==> config.mk <==
export PLATFORM = sky130hd
export DESIGN_NAME = var_clock_divider
export DESIGN_NICKNAME = d
export VERILOG_FILES = /design/src/rtl/var_clock_divider_pkg.sv /design/src/rtl/rise_detect.sv /design/src/rtl/var_clock_divider.sv
export SDC_FILE = /design/constraint.sdc
export NUM_CORES = 1
export LEC_CHECK = 0
export ABC_AREA = 1
export CORE_MARGIN = 10
export CORE_UTILIZATION = 45
export CTS_BUF_LIST = sky130_fd_sc_hd__clkbuf_4
export DETAILED_ROUTE_END_ITERATION = 10
export HOLD_SLACK_MARGIN = 0.05
export PLACE_DENSITY = 0.59
export RECOVER_POWER = 50
export REMOVE_ABC_BUFFERS = 1
export SYNTH_ARGS = -nofsm -noshare
export SYNTH_HDL_FRONTEND = slang
export SYNTH_SLANG_ARGS = --single-unit
==> constraint.sdc <==
create_clock -name clk -period 4.9 [get_ports clk]
set_input_delay 0.735 -clock clk [delete_from_list [all_inputs] [get_ports clk]]
set_output_delay 0.735 -clock clk [all_outputs]
set_load 0.01 [all_outputs]
==> src/rtl/var_clock_divider_pkg.sv <==
// ---------------------------------------------------------------------------
// clock_divider_pkg
// Shared constants and types for the variable-rate audio sample clock
// divider. The constants are the nominal build values. Each instance can
// override them through its own parameters.
// ---------------------------------------------------------------------------
package clock_divider_pkg;

    localparam int unsigned CNT_W        = 32;    // half-period / counter width
    localparam int unsigned DEFAULT_HALF = 613;   // 27 MHz -> ~22 kHz outclk
    localparam int unsigned STEP         = 16;    // change per speed event
    localparam int unsigned MIN_HALF     = 2;     // fastest legal rate
    localparam int unsigned MAX_HALF     = 4096;  // slowest legal rate

    typedef logic [CNT_W-1:0] half_t;

    // Decoded speed request for one clk cycle
    typedef enum logic [1:0] {
        CMD_NONE  = 2'd0,
        CMD_UP    = 2'd1,
        CMD_DOWN  = 2'd2,
        CMD_RESET = 2'd3
    } speed_cmd_e;

endpackage

==> src/rtl/rise_detect.sv <==
// ---------------------------------------------------------------------------
// rise_detect
// Turns a level input into a one-cycle pulse on its rising edge. The history
// flop clears to 0 in reset. A level that is already high when reset is
// released therefore produces one pulse.
// Ports:
//   clk    - system clock
//   reset  - synchronous, active-low reset
//   level  - level input, synchronous to clk
//   pulse  - high for the one cycle where level is 1 and was 0 last cycle
// ---------------------------------------------------------------------------
module rise_detect (
    input  logic clk,
    input  logic reset,
    input  logic level,
    output logic pulse
);

    logic level_q_r;

    // One-cycle history of the level input
    always_ff @(posedge clk) begin
        if (!reset) begin
            level_q_r <= 1'b0;
        end else begin
            level_q_r <= level;
        end
    end

    assign pulse = level & ~level_q_r;

endmodule

==> src/rtl/var_clock_divider.sv <==
// ---------------------------------------------------------------------------
// var_clock_divider
// Divides clk down to a 50%-duty sample clock for the audio playback path.
// Speed events move the half-period up or down by STEP. The half-period
// saturates at MIN_HALF and MAX_HALF. A speed-reset event restores the
// nominal rate.
// Ports:
//   clk               - system clock, all logic on its rising edge
//   reset             - synchronous, active-low reset
//   speed_up_event    - level; a rising edge shortens the half-period
//   speed_down_event  - level; a rising edge lengthens the half-period
//   speed_reset_event - level; a rising edge restores DEFAULT_HALF
//   outclk            - registered divided clock, period 2*half_period
// ---------------------------------------------------------------------------
module var_clock_divider #(
    parameter int unsigned CNT_W        = clock_divider_pkg::CNT_W,
    parameter int unsigned DEFAULT_HALF = clock_divider_pkg::DEFAULT_HALF,
    parameter int unsigned STEP         = clock_divider_pkg::STEP,
    parameter int unsigned MIN_HALF     = clock_divider_pkg::MIN_HALF,
    parameter int unsigned MAX_HALF     = clock_divider_pkg::MAX_HALF
) (
    input  logic clk,
    input  logic reset,
    input  logic speed_up_event,
    input  logic speed_down_event,
    input  logic speed_reset_event,
    output logic outclk
);

    import clock_divider_pkg::*;

    // Constants widened once so that every compare and add has matched widths
    localparam logic [CNT_W-1:0] DEF_HALF_W = CNT_W'(DEFAULT_HALF);
    localparam logic [CNT_W-1:0] MIN_HALF_W = CNT_W'(MIN_HALF);
    localparam logic [CNT_W-1:0] MAX_HALF_W = CNT_W'(MAX_HALF);
    localparam logic [CNT_W:0]   STEP_EXT   = (CNT_W+1)'(STEP);
    localparam logic [CNT_W:0]   MIN_EXT    = (CNT_W+1)'(MIN_HALF);
    localparam logic [CNT_W:0]   MAX_EXT    = (CNT_W+1)'(MAX_HALF);

    // Reject an illegal parameter set at elaboration (CNT_W below 64)
    if (!((MIN_HALF >= 1) && (MIN_HALF <= DEFAULT_HALF) &&
          (DEFAULT_HALF <= MAX_HALF) &&
          (64'(MAX_HALF) < (64'd1 << CNT_W)))) begin : g_param_error
        $error("var_clock_divider: illegal MIN_HALF/DEFAULT_HALF/MAX_HALF/CNT_W combination");
    end

    logic             up_pulse_s;
    logic             down_pulse_s;
    logic             rst_pulse_s;
    speed_cmd_e       cmd_s;
    logic [CNT_W:0]   half_ext_s;
    logic [CNT_W:0]   dec_s;
    logic [CNT_W:0]   inc_s;
    logic [CNT_W-1:0] half_next_s;
    logic [CNT_W-1:0] half_r;
    logic [CNT_W-1:0] cnt_r;
    logic             phase_end_s;
    logic             outclk_r;

    rise_detect u_rise_up (
        .clk   (clk),
        .reset (reset),
        .level (speed_up_event),
        .pulse (up_pulse_s)
    );

    rise_detect u_rise_down (
        .clk   (clk),
        .reset (reset),
        .level (speed_down_event),
        .pulse (down_pulse_s)
    );

    rise_detect u_rise_reset (
        .clk   (clk),
        .reset (reset),
        .level (speed_reset_event),
        .pulse (rst_pulse_s)
    );

    // Command priority: speed reset first; up and down together cancel out
    always_comb begin
        cmd_s = CMD_NONE;
        if (rst_pulse_s) begin
            cmd_s = CMD_RESET;
        end else if (up_pulse_s && down_pulse_s) begin
            cmd_s = CMD_NONE;
        end else if (up_pulse_s) begin
            cmd_s = CMD_UP;
        end else if (down_pulse_s) begin
            cmd_s = CMD_DOWN;
        end else begin
            cmd_s = CMD_NONE;
        end
    end

    // Next half-period. The math uses one extra bit so that an underflow
    // shows up as the top bit instead of wrapping.
    always_comb begin
        half_ext_s  = {1'b0, half_r};
        dec_s       = half_ext_s - STEP_EXT;
        inc_s       = half_ext_s + STEP_EXT;
        half_next_s = half_r;
        case (cmd_s)
            CMD_RESET: half_next_s = DEF_HALF_W;
            CMD_UP: begin
                if (dec_s[CNT_W] || (dec_s < MIN_EXT)) begin
                    half_next_s = MIN_HALF_W;
                end else begin
                    half_next_s = dec_s[CNT_W-1:0];
                end
            end
            CMD_DOWN: begin
                if (inc_s > MAX_EXT) begin
                    half_next_s = MAX_HALF_W;
                end else begin
                    half_next_s = inc_s[CNT_W-1:0];
                end
            end
            CMD_NONE: half_next_s = half_r;
            default:  half_next_s = half_r;
        endcase
    end

    // Half-period register
    always_ff @(posedge clk) begin
        if (!reset) begin
            half_r <= DEF_HALF_W;
        end else begin
            half_r <= half_next_s;
        end
    end

    // The phase ends at ">=" and not "==". A half-period that shrinks below
    // the running count then ends the phase at once and cannot overrun.
    assign phase_end_s = (cnt_r >= (half_r - CNT_W'(1)));

    // Phase counter and outclk toggle flop
    always_ff @(posedge clk) begin
        if (!reset) begin
            cnt_r    <= '0;
            outclk_r <= 1'b0;
        end else if (phase_end_s) begin
            cnt_r    <= '0;
            outclk_r <= ~outclk_r;
        end else begin
            cnt_r    <= cnt_r + CNT_W'(1);
            outclk_r <= outclk_r;
        end
    end

    assign outclk = outclk_r;

endmodule

Yosys cells after proc, flatten, opt, wreduce, memory -nomap -nowiden
Index checks and enable logic that the tools add are counted.
{"block": "totals", "register_bits": 68, "output_inout_bits": 1, "inputBits": 5}
{"block": "op_classes", "bitwise": 8, "magnitude_cmp": 3, "n_reduce_logical": 4, "n_eq_ne": 3, "addsub": 4, "muxes": 7}
{"operator": "case mux 32 bit (3 select lines)", "count": 1}
{"operator": "2-to-1 mux 32 bit", "count": 2}
{"operator": "adder 32 x 5 -> 33 bit, second input constant", "count": 1}
{"operator": "> comparator 33 x 13 -> 1 bit, second input constant", "count": 1}
{"operator": "< comparator 33 x 2 -> 1 bit, second input constant", "count": 1}
{"operator": "subtractor 32 x 5 -> 33 bit, second input constant", "count": 1}
{"operator": "adder 32 x 1 -> 32 bit, second input constant", "count": 1}
{"operator": ">= comparator 32 bit", "count": 1}
{"operator": "subtractor 32 x 1 -> 32 bit, second input constant", "count": 1}
{"operator": "2-to-1 mux 2 bit", "count": 4}
{"operator": "inverter 1 bit", "count": 5}
{"operator": "== test 2 bit, second input constant", "count": 2}
{"operator": "AND 1 bit", "count": 3}
{"operator": "== test 2 x 1 -> 1 bit, second input constant", "count": 1}
{"operator": "logical NOT 2 bit", "count": 1}
{"operator": "OR reduction 2 bit", "count": 1}
{"operator": "logical AND 1 bit", "count": 1}
{"operator": "logical OR 1 bit", "count": 1}

Depth between registers and ports, before layout
Gate-level depths: netlist of run 1.
{"block": "logic_depth", "ltp_word": 8, "ltp_mapped": 19, "depth_no_buf": 18}

Cells and area by module
Synthesis of run 1 repeated with hierarchy kept, for this count alone.
{"block": "unflattened", "cells_unflattened": 1024, "area_unflattened_um2": 6209.7}
{"mod": "var_clock_divider", "seq_area_each_um2": 1261.2, "cells_per_inst": 1009, "n_inst": 1, "area_per_inst_um2": 6097.1}
{"mod": "rise_detect", "seq_area_each_um2": 20.0, "cells_per_inst": 5, "n_inst": 3, "area_per_inst_um2": 37.5}

Least setup slack after synthesis of run 1
Ideal clock, no wire load.
{"block": "synth_timing", "path_type": "register -> register", "from": "register half_r[2]", "to": "register cnt_r[23]", "setup_slack_ns": 1.819, "t_arrival_ns": 2.951, "n_path_buf": 2, "synth_period_minus_slack_ns": 3.081, "stages_incl_launch_ff": 18, "setup_time_ns": 0.130, "required_ns": 4.770, "path_cell_list": "dfxtp_1 -> inv_1 -> ha_1 -> clkbuf_1 -> clkinv_1 -> nand2_1 -> nor3_1 -> nor2_1 -> xor2_1 -> inv_1 -> ha_1 -> nand2_1 -> nor3_1 -> and3_1 -> nand4_1 -> nand4_1 -> clkbuf_1 -> nor3b_1"}
{"block": "synth_between", "elab_chain_cells": 3}
{"item": "start: declaration", "line_no": "var_clock_divider.sv:55", "rtl": "logic [CNT_W-1:0] half_r;"}
{"item": "start signal: assignment", "line_no": "var_clock_divider.sv:130", "rtl": "half_r <= half_next_s;"}
{"item": "subtractor 32 x 1 -> 32 bit", "line_no": "var_clock_divider.sv:136", "rtl": "assign phase_end_s = (cnt_r >= (half_r - CNT_W'(1)));"}
{"item": ">= comparator 32 bit", "line_no": "var_clock_divider.sv:136"}
{"item": "OR reduction 2 bit (no line)"}
{"item": "end signal: assignment", "line_no": "var_clock_divider.sv:147", "rtl": "cnt_r <= cnt_r + CNT_W'(1);"}
{"item": "end: declaration", "line_no": "var_clock_divider.sv:56", "rtl": "logic [CNT_W-1:0] cnt_r;"}
Every way passes these cells.
A chain may end at the register's enable or synchronous reset.

Worst setup path in the final report of run 1
{"block": "layout_timing", "from": "register half_r[4]", "to": "register half_r[10]"}
{"block": "layout_between", "elab_chain_cells": 5, "elab_cells_between_ends": 8, "cone_classes": "add/sub: 2; order compare: 2; mux: 3; reduce/logical: 1"}
{"item": "subtractor 32 x 5 -> 33 bit", "line_no": "var_clock_divider.sv:101", "rtl": "dec_s = half_ext_s - STEP_EXT;"}
{"item": "< comparator 33 x 2 -> 1 bit", "line_no": "var_clock_divider.sv:107", "rtl": "if (dec_s[CNT_W] || (dec_s < MIN_EXT)) begin"}
{"item": "logical OR 1 bit", "line_no": "var_clock_divider.sv:107"}
{"item": "2-to-1 mux 32 bit", "line_no": "var_clock_divider.sv:107"}
{"item": "case mux 32 bit (3 select lines) *", "line_no": "var_clock_divider.sv:104", "rtl": "case (cmd_s)"}
Every way passes the cells marked *; elsewhere a longest branch is shown, timed or not.

==> results of run 1 <==
[through the flow]
stage | util | worst slack (ns) | instance area [um2] | power (mW) | std cells
5_1_grt | 0.470 | 0.473 | 6800 | 1.32 | 1246
6_report | 0.470 | 0.813 | 6800 | 1.26 | 1246
3_3_place_gp | 0.464 | 1.37 | 6720 | 0.825 | 1229
4_1_cts | 0.475 | 1.26 | 6880 | 1.28 | 1245
2_1_floorplan | - | 1.49 | 6400 | 0.755 | 1036
3_5_place_dp | 0.464 | 1.29 | 6720 | 0.826 | 1229
[cells in the final DEF, fill, tap and decap left out, types with 10 or more instances in the layout]
cell,instances
nor2_1,160
ha_1,42
nor2_2,18
nand2_1,289
dfxtp_1,66
nor3_1,24
a21oi_1,57
nand2_2,16
o21ai_0,16
nand4_1,46
inv_1,112
nor2_4,10
nand3_1,76
xor2_1,33
[worst paths after layout]
path	end	start	cells after the start	slack, ns
worst min-delay path	cnt_r[0]	cnt_r[0]	1	0.48
worst min register to register	cnt_r[0]	cnt_r[0]	1	0.48
worst max register to register	half_r[10]	half_r[4]	16	0.81
worst max-delay path	half_r[10]	half_r[4]	16	0.81
[cell usage after synthesis (all sizes together)]
library cell,number
xnor2,7
o221ai,1
nand4,47
a31oi,2
nand3,85
nor2,191
a21boi,1
dfxtp,66
inv,118
clkinv,2
o21ai,21
ha,42
and3,1
o31ai,1
o21a,1
dlygate4sd1,1
nor4,2
nand3b,5
nor3,26
clkbuf,9
o211ai,1
buf,27
and2,2
nand2,313
nor3b,6
a21oi,57
o211a,1
xor2,33
a211oi,1
or2,3
[logic make-up after synthesis]
group | Yosys count
flops | 66
compound gates | 87
xor+xnor | 40
buf+inv | 157
simple gates | 681
fa+ha+maj | 42
[registers in the layout, summed over array words and instances, names as in the netlist]
register                cells
cnt_r                      32
half_r                     30
outclk                      1
u_rise_down.level_q_r       1
u_rise_reset.level_q_r      1
u_rise_up.level_q_r         1
[final cells by class]
cell class                      count  area (um2)  share of cell area
Multi-Input combinational cell    850        4560               0.670
Sequential cell                    66        1320               0.194
Inverter                          120         452              0.0664
Tap cell                          184         230              0.0339
Clock inverter                      7        92.6              0.0136
Timing Repair Buffer                9        76.3              0.0112
Clock buffer                        9        67.6             0.00994
Antenna cell                        1        2.50            0.000368
[routing by layer]
layer	up-vias	part of all wire	global-route usage
met3	31	0.058	0.0334
met4	2	0.022	0.0689
met5	-	0.00034	0
li1	3421	-	-
met2	206	0.44	0.314
met1	3018	0.48	0.289
[power groups by stage]
stage          Clock, mW  Sequential, mW  Combinational [mW]
2_1_floorplan          0           0.574               0.182
3_3_place_gp           0           0.579               0.247
3_5_place_dp           0           0.579               0.247
4_1_cts            0.461           0.567               0.248
5_1_grt            0.475           0.569               0.274
6_report           0.450           0.567               0.242
==> results.yml, run 1 <==
logic_synthesis:
  synth_seq_cells: 66
  syn_area_um2: 6640
  seq_area_frac_synth: 0.199
  synth.avg_cell_area_um2: 6.19
  yosys.area_share.simple: 0.492
  synth.distinct_cells: 51
  synth_top_area_share: 0.199
  synthMuxAreaShare: 0
  synth-xor-area-share: 0.0539
  yosysTopAreaCell: "dfxtp_1"
  synthTopCellsByArea: "dfxtp_1 20%, nand2_1 16%, nor2_1 9.0%, ha_1 7.9%, inv_1 6.3%"
  synth_top_family_by_area: "simple AND/OR/NAND/NOR gates"
  synth_adder_area_share: 0.0791
  yosysWarnings: 0
  netlist_instances: 1073
  synth-compound-area-share: 0.0725
worst_setup_path:
  cpPeakStageDelay_ns: 1.06
  crit_family: "simple AND/OR/NAND/NOR gates"
  cp.required_ns: 5.35
  end_kind: "flip-flop"
  cp_cell_sequence: "inv_1, ha_1, nand2_1, nor2_8, nand3_1, nand2_1, nand2_1, nand2_1, inv_1, nand3_1, nor2_1, a21boi_0, nand3_1, nand3_1, nand2_1, inv_1"
  crit_slowest_cell: "a21boi_0"
  crit_fanout: 14
  crit_arrival_ns: 4.54
  cpMostUsedCell: "nand2_1"
  start_kind: "flip-flop"
  crit_buf_inv: 3
  crit_type: "flip-flop to flip-flop"
floorplanning:
  dieArea_um2: 20000
  start_util: 0.459
  die_w_um: 142
  chipHeight_um: 142
  rows: 44
  pin_count: 6
  core_area_um2: 14500
grt:
  antenna_found_initial: 2
  grt_pass1_wl_mm: 33.0
  grt_overflow: 0
  grt_pass1_vias: 6084
  track_usage: 0.207
  grt_max_degree: 33
timing:
  slew_viol_final: 0
  setup_viol: 0
  timing.hold.ws_ns: 0.477
  hold_viol: 0
  period_needed_ns: 4.09
  tns_ns: 0
  rsz0062_at_grt: "no"
  period_share: 0.834
  max_freq_mhz: 245
  fin_skew_ns: 0.0177
  worst_slew_margin_rel: 0.0663
  worst_slew_pin_slew_ns: 1.39
route:
  via_per_inst: 5.36
  firstDrtPassIters: 6
  drc: 0
  drtIter0Drc: 665
  routed-via-count: 6678
  drt_wl_total_mm: 20.5
  drtAntennaViolNets: 0
  wl_per_cell_um: 16.5
clock_network:
  clk_pin_slew_ns: 0.14
  ctsResizeCount: 0
  cts_tree: "done"
  cts_root_buf: "clkbuf_4"
  clock_sinks: 66
  insertion_delay_ns: 0.50
  clk_path_buf_depth: 2
  ctsHoldBuffers: 0
  htree_levels: 3
  cts_buffers: 9
  post-cts-setup-buffers: 0
pwr:
  internal-power_uw: 824
  seqPwrFrac: 0.450
  comb_power_share: 0.192
  p_switching_uw: 435
  ir_worst_vdd_mv: 0.156
  power_frac_clock: 0.358
  power_density_nw_per_um2: 185
  sw_frac_of_total: 0.345
  total_leakage_power_nw: 3.00
placed_design:
  place_congestion: 0.939
  port_buffers: 5
  dp_hpwl_mm: 16.4
layout:
  fin_nets: 1103
  area.growth.synth_to_final_pct: 2.35
  fill_cells: 1616
  drive_gt1_frac: 0.0895
run_status:
  outcome: "finished clean"
min_path:
  hold_class: "flip-flop to flip-flop"
flow_run:
  drv_cap: 0
(Power assumes the default switching activity.)
==> run 2, diff against run 1 <==
--- a/config.mk
+++ b/config.mk
@@ -11,7 +11,7 @@
 export CTS_BUF_LIST = sky130_fd_sc_hd__clkbuf_4
 export DETAILED_ROUTE_END_ITERATION = 10
 export HOLD_SLACK_MARGIN = 0.05
-export PLACE_DENSITY = 0.59
+export PLACE_DENSITY = 0.61
 export RECOVER_POWER = 50
 export REMOVE_ABC_BUFFERS = 1
 export SYNTH_ARGS = -nofsm -noshare
==> constraint.sdc (replaced) <==
create_clock -name clk -period 3.5 [get_ports clk]
set_input_delay 0.525 -clock clk [delete_from_list [all_inputs] [get_ports clk]]
set_output_delay 0.525 -clock clk [all_outputs]
set_load 0.01 [all_outputs]
==> run 2 against run 1 <==
Net effect:
- routed wire length down 1.0%
- critical path depth did not move
- final cell count rose by 2.5%
- utilization increased by 1.6 points
- flip-flop and latch count unchanged
- critical path type unchanged
- power is 37% higher
- worst hold slack lost 0.020 ns
- highest routed layer is now met4
==> results.yml, run 2 (synthesis gave the netlist of run 1 again) <==
run_status:
  outcome: "finished clean"
clock_network:
  clk_path_buf_depth: 2
  cts_buffers: 9
  ctsHoldBuffers: 0
  ctsResizeCount: 0
  cts_tree: "done"
  cts_root_buf: "clkbuf_4"
  htree_levels: 3
  post-cts-setup-buffers: 0
  clk_pin_slew_ns: 0.13
  clock_sinks: 66
  insertion_delay_ns: 0.47
route:
  drtAntennaViolNets: 0
  drtIter0Drc: 568
  drc: 0
  drt_wl_total_mm: 20.3
  via_per_inst: 5.30
  routed-via-count: 6771
  firstDrtPassIters: 5
  wl_per_cell_um: 15.9
timing:
  fin_skew_ns: 0.0136
  worst_slew_pin_slew_ns: 1.22
  period_share: 0.942
  worst_slew_margin_rel: 0.176
  slew_viol_final: 0
  setup_viol: 0
  max_freq_mhz: 303
  hold_viol: 0
  tns_ns: 0
  rsz0062_at_grt: "no"
  period_needed_ns: 3.30
floorplanning:
  chipHeight_um: 142
  start_util: 0.459
  dieArea_um2: 20000
  pin_count: 6
  core_area_um2: 14500
  die_w_um: 142
  rows: 44
worst_setup_path:
  crit_start: "half_r[5]"
  cpPeakStageDelay_ns: 0.45
  r2r_cells: 16
  crit_type: "flip-flop to flip-flop"
  cpMostUsedCell: "nand2_1"
  start_kind: "flip-flop"
  crit_slowest_cell: "dfxtp_1"
  crit_fanout: 7
  worstReg2RegEnd: "half_r[1]"
  r2r-start: "half_r[5]"
  critPathCapture: "half_r[1]"
  crit_arrival_ns: 3.69
  cp.required_ns: 3.89
  cp_cell_sequence: "clkbuf_1, ha_1, nand2_4, nor2_4, nand2_1, nor2_1, nand3_1, a21oi_1, nand2_1, nor2_2, nand2_2, nor2_2, nand2_1, nand3_2, nand2_2, a21oi_2"
  r2r_setup_slack_ns: 0.20
  end_kind: "flip-flop"
grt:
  antenna_found_initial: 1
  grt_overflow: 0
  track_usage: 0.201
  grt_pass1_vias: 6190
  grt_pass1_wl_mm: 32.3
  grt_max_degree: 33
layout:
  final_common_cell: "nand2_1"
  design_area_um2: 7040
  largest_reg_flops: 32
  fin_nets: 1134
  drive_gt1_frac: 0.123
  largest-register: "cnt_r"
  most-common-layout-cells: "290 x nand2_1, 160 x nor2_1, 111 x inv_1"
  area.growth.synth_to_final_pct: 5.91
  reg.largest.list: "cnt_r x32, half_r x30"
  fin_cells: 1277
placed_design:
  place_congestion: 0.982
  dp.cells: 1260
  dpl-instance-area_um2: 6960
  port_buffers: 5
  dp_hpwl_mm: 16.5
pwr:
  ir_worst_vdd_mv: 0.186
  power_density_nw_per_um2: 244
  power_mw: 1.72
  total_leakage_power_nw: 3.17
flow_run:
  drv_cap: 0
min_path:
  hold_class: "flip-flop to flip-flop"
==> run 2: cell types whose count changed in the layout (fill, tap and decap cells not counted), sizes merged <==
cell	previous run	this run
buf	3	34
bufinv	2	1
clkinvlp	2	3
==> run 2: cell type report <==
type                       count  area [um2]
sequential                    66        1320
clock buffer                   9        67.6
inverter                     120         452
timing repair buffer          40         322
clock inverter                 7        78.8
multi-input combinational    850        4560
fill                        1613        7440
antenna                        1        2.50
tap                          184         230
==> run 2: critical path: cells and delay by family (launching register included) <==
family / cells / cell delay (ns)
AO/OA/AOI/OAI: 2 / 0.31
adder cells (fa/ha/maj): 1 / 0.34
buffers and inverters: 1 / 0.29
flip-flops: 1 / 0.45
AND/OR/NAND/NOR: 12 / 1.81
==> run 2: metrics by stage <==
step | hold WS (ns) | worst slack [ns] | util
after floorplan | 0.430 | 0.0890 | -
after global placement | 0.442 | 0.422 | 0.481
after detailed placement | 0.450 | 0.358 | 0.481
after CTS | 0.465 | 0.260 | 0.491
after global routing | 0.509 | 0.00174 | 0.486
final | 0.456 | 0.201 | 0.486
==> run 2: report_power, final <==
| part | total [mW] | switching (mW) | internal, mW |
|---|---|---|---|
| Sequential | 0.780 | 0.0153 | 0.764 |
| Combinational | 0.378 | 0.257 | 0.121 |
| Clock | 0.561 | 0.340 | 0.221 |
| Total | 1.72 | 0.612 | 1.11 |
==> run 2: per-layer routing <==
layer  track usage  part of all wire  vias up
li1              -                 -     3487
met2         0.320              0.45      188
met5             0                 0        -
met4        0.0678             0.023        0
met3        0.0300             0.061       27
met1         0.271              0.47     3069
==> run 2: how the worst min path moves through the flow <==
stage                     depth (start not counted)     start  endpoint
after floorplan                                   1  cnt_r[0]  cnt_r[0]
after global placement                            1  cnt_r[0]  cnt_r[0]
after detailed placement                          1    outclk    outclk
after CTS                                         1    outclk    outclk
after global routing                              1  cnt_r[0]  cnt_r[0]
final                                             1    outclk    outclk
==> run 3, diff against run 2 <==
--- a/config.mk
+++ b/config.mk
@@ -10,6 +10,7 @@
 export CORE_UTILIZATION = 45
 export CTS_BUF_LIST = sky130_fd_sc_hd__clkbuf_4
 export DETAILED_ROUTE_END_ITERATION = 10
+export GPL_ROUTABILITY_DRIVEN = 0
 export HOLD_SLACK_MARGIN = 0.05
 export PLACE_DENSITY = 0.61
 export RECOVER_POWER = 50
==> run 3 against run 2 <==
Net effect:
- first-iteration DRC count rose by 23%
- setup slack gained 0.10 ns
- via count up 2.7%
- register-to-register slack gained 0.10 ns
- highest routed layer unchanged
==> results.yml, run 3 (synthesis gave the netlist of run 1 again) <==
worst_setup_path:
  cp.required_ns: 3.84
  end_kind: "flip-flop"
  crit_type: "flip-flop to flip-flop"
  crit_fanout: 32
  cp_cell_sequence: "inv_1, ha_1, inv_1, nor2_1, nand3_1, nor2_1, xor2_1, inv_1, ha_1, nand2_1, nor3_1, and3_1, nand4_1, nand4_1, buf_12, nor3_1"
  start_kind: "flip-flop"
  cpPeakStageDelay_ns: 0.38
  crit_arrival_ns: 3.54
  crit_buf_inv: 4
  crit_family: "simple AND/OR/NAND/NOR gates"
  crit_slowest_cell: "dfxtp_1"
  cpMostUsedCell: "inv_1"
layout:
  fill_cells: 1563
  design_area_um2: 7070
  largest-register: "cnt_r"
  most-common-layout-cells: "289 x nand2_1, 163 x nor2_1, 111 x inv_1"
  fin_nets: 1133
  fin_cells: 1277
  multi_input_area_um2: 4550
  final_common_cell: "nand2_1"
  area.growth.synth_to_final_pct: 6.35
  drive_gt1_frac: 0.115
  seq_area_um2: 1320
  reg.largest.list: "cnt_r x32, half_r x30"
  largest_reg_flops: 32
timing:
  rsz0062_at_grt: "no"
  fin_skew_ns: 0.0238
  slew_viol_final: 0
  hold_viol: 0
  timing.hold.ws_ns: 0.451
  setup_slack_ns: 0.301
  worst_slew_margin_rel: 0.428
  worst_slew_pin_slew_ns: 0.857
  max_freq_mhz: 313
  period_share: 0.914
  period_needed_ns: 3.20
  tns_ns: 0
  setup_viol: 0
clock_network:
  ctsHoldBuffers: 0
  htree_levels: 3
  clock_sinks: 66
  insertion_delay_ns: 0.46
  clk_path_buf_depth: 2
  ctsResizeCount: 0
  cts_root_buf: "clkbuf_4"
  post-cts-setup-buffers: 0
  clk_pin_slew_ns: 0.12
  cts_buffers: 9
  cts_tree: "done"
pwr:
  ir_worst_vdd_mv: 0.207
  total_leakage_power_nw: 3.19
  power_density_nw_per_um2: 262
grt:
  grt_overflow: 0
  grt_pass1_vias: 6171
  track_usage: 0.196
  antenna_found_initial: 1
  grt_pass1_wl_mm: 31.7
  grt_max_degree: 33
floorplanning:
  dieArea_um2: 20000
  rows: 44
  core_area_um2: 14500
  start_util: 0.459
  die_w_um: 142
  pin_count: 6
  chipHeight_um: 142
route:
  drt_wl_total_mm: 19.9
  routed-via-count: 6955
  drtIter0Drc: 697
  via_per_inst: 5.45
  drc: 0
  firstDrtPassIters: 6
  drtAntennaViolNets: 0
  wl_per_cell_um: 15.6
run_status:
  outcome: "finished clean"
placed_design:
  dp.cells: 1259
  dp_slack_ns: 0.420
  port_buffers: 5
  dpl-instance-area_um2: 6950
  dp_hpwl_mm: 16.1
min_path:
  hold_class: "flip-flop to flip-flop"
flow_run:
  drv_cap: 0
run 3: cell count changes in the layout (fill, tap and decap cells not counted), sizes merged:
cell      previous run  this run
inv                119       118
diode                1         2
clkinvlp             3         1
clkbuf              10        11
bufinv               1         3
buf                 34        33
run 3: path summary, 6_finish.rpt:
kind / start / to / slack [ns] / cells past startpoint
min: outclk / outclk / 0.45 / 1
min reg2reg: outclk / outclk / 0.45 / 1
max: half_r[5] / cnt_r[2] / 0.30 / 16
max reg2reg: half_r[5] / cnt_r[2] / 0.30 / 16
run 3: stage by stage:
step           utilization  power [mW]
2_1_floorplan            -        1.06
3_3_place_gp         0.480        1.18
3_5_place_dp         0.480        1.18
4_1_cts              0.493        1.88
5_1_grt              0.488        1.95
6_report             0.488        1.85
run 3: area by class of cell:
cell class              instances  area share
multi-input cells             850       0.644
flip-flops and latches         66       0.187
clock inverters                 6      0.0163
clock buffers                  10      0.0106
inverters                     120      0.0639
diodes                          2    0.000708
repair buffers                 39      0.0444
well taps                     184      0.0326
run 3: power by group:
| group | total [mW] | internal [mW] | switching [mW] |
|---|---|---|---|
| clock | 0.690 | 0.372 | 0.318 |
| combinational | 0.380 | 0.124 | 0.256 |
| sequential | 0.780 | 0.764 | 0.0154 |
run 3: worst register-to-register path: stages (launching register included):
cell and delay (ns):
dfxtp_1 0.38, inv_1 0.09, ha_1 0.26, inv_1 0.11, nor2_1 0.34, nand3_1 0.16
nor2_1 0.13, xor2_1 0.18, inv_1 0.06, ha_1 0.27, nand2_1 0.06, nor3_1 0.25
and3_1 0.24, nand4_1 0.12, nand4_1 0.17, buf_12 0.21, nor3_1 0.07
run 3: metal layers:
metal	part of all wire	vias to the layer above	wire, um	track usage
li1	-	3488	-	-
met1	0.45	3177	8970	0.260
met2	0.44	250	8840	0.309
met3	0.076	40	1520	0.0407
met4	0.028	0	566	0.0672
met5	0	-	0	0
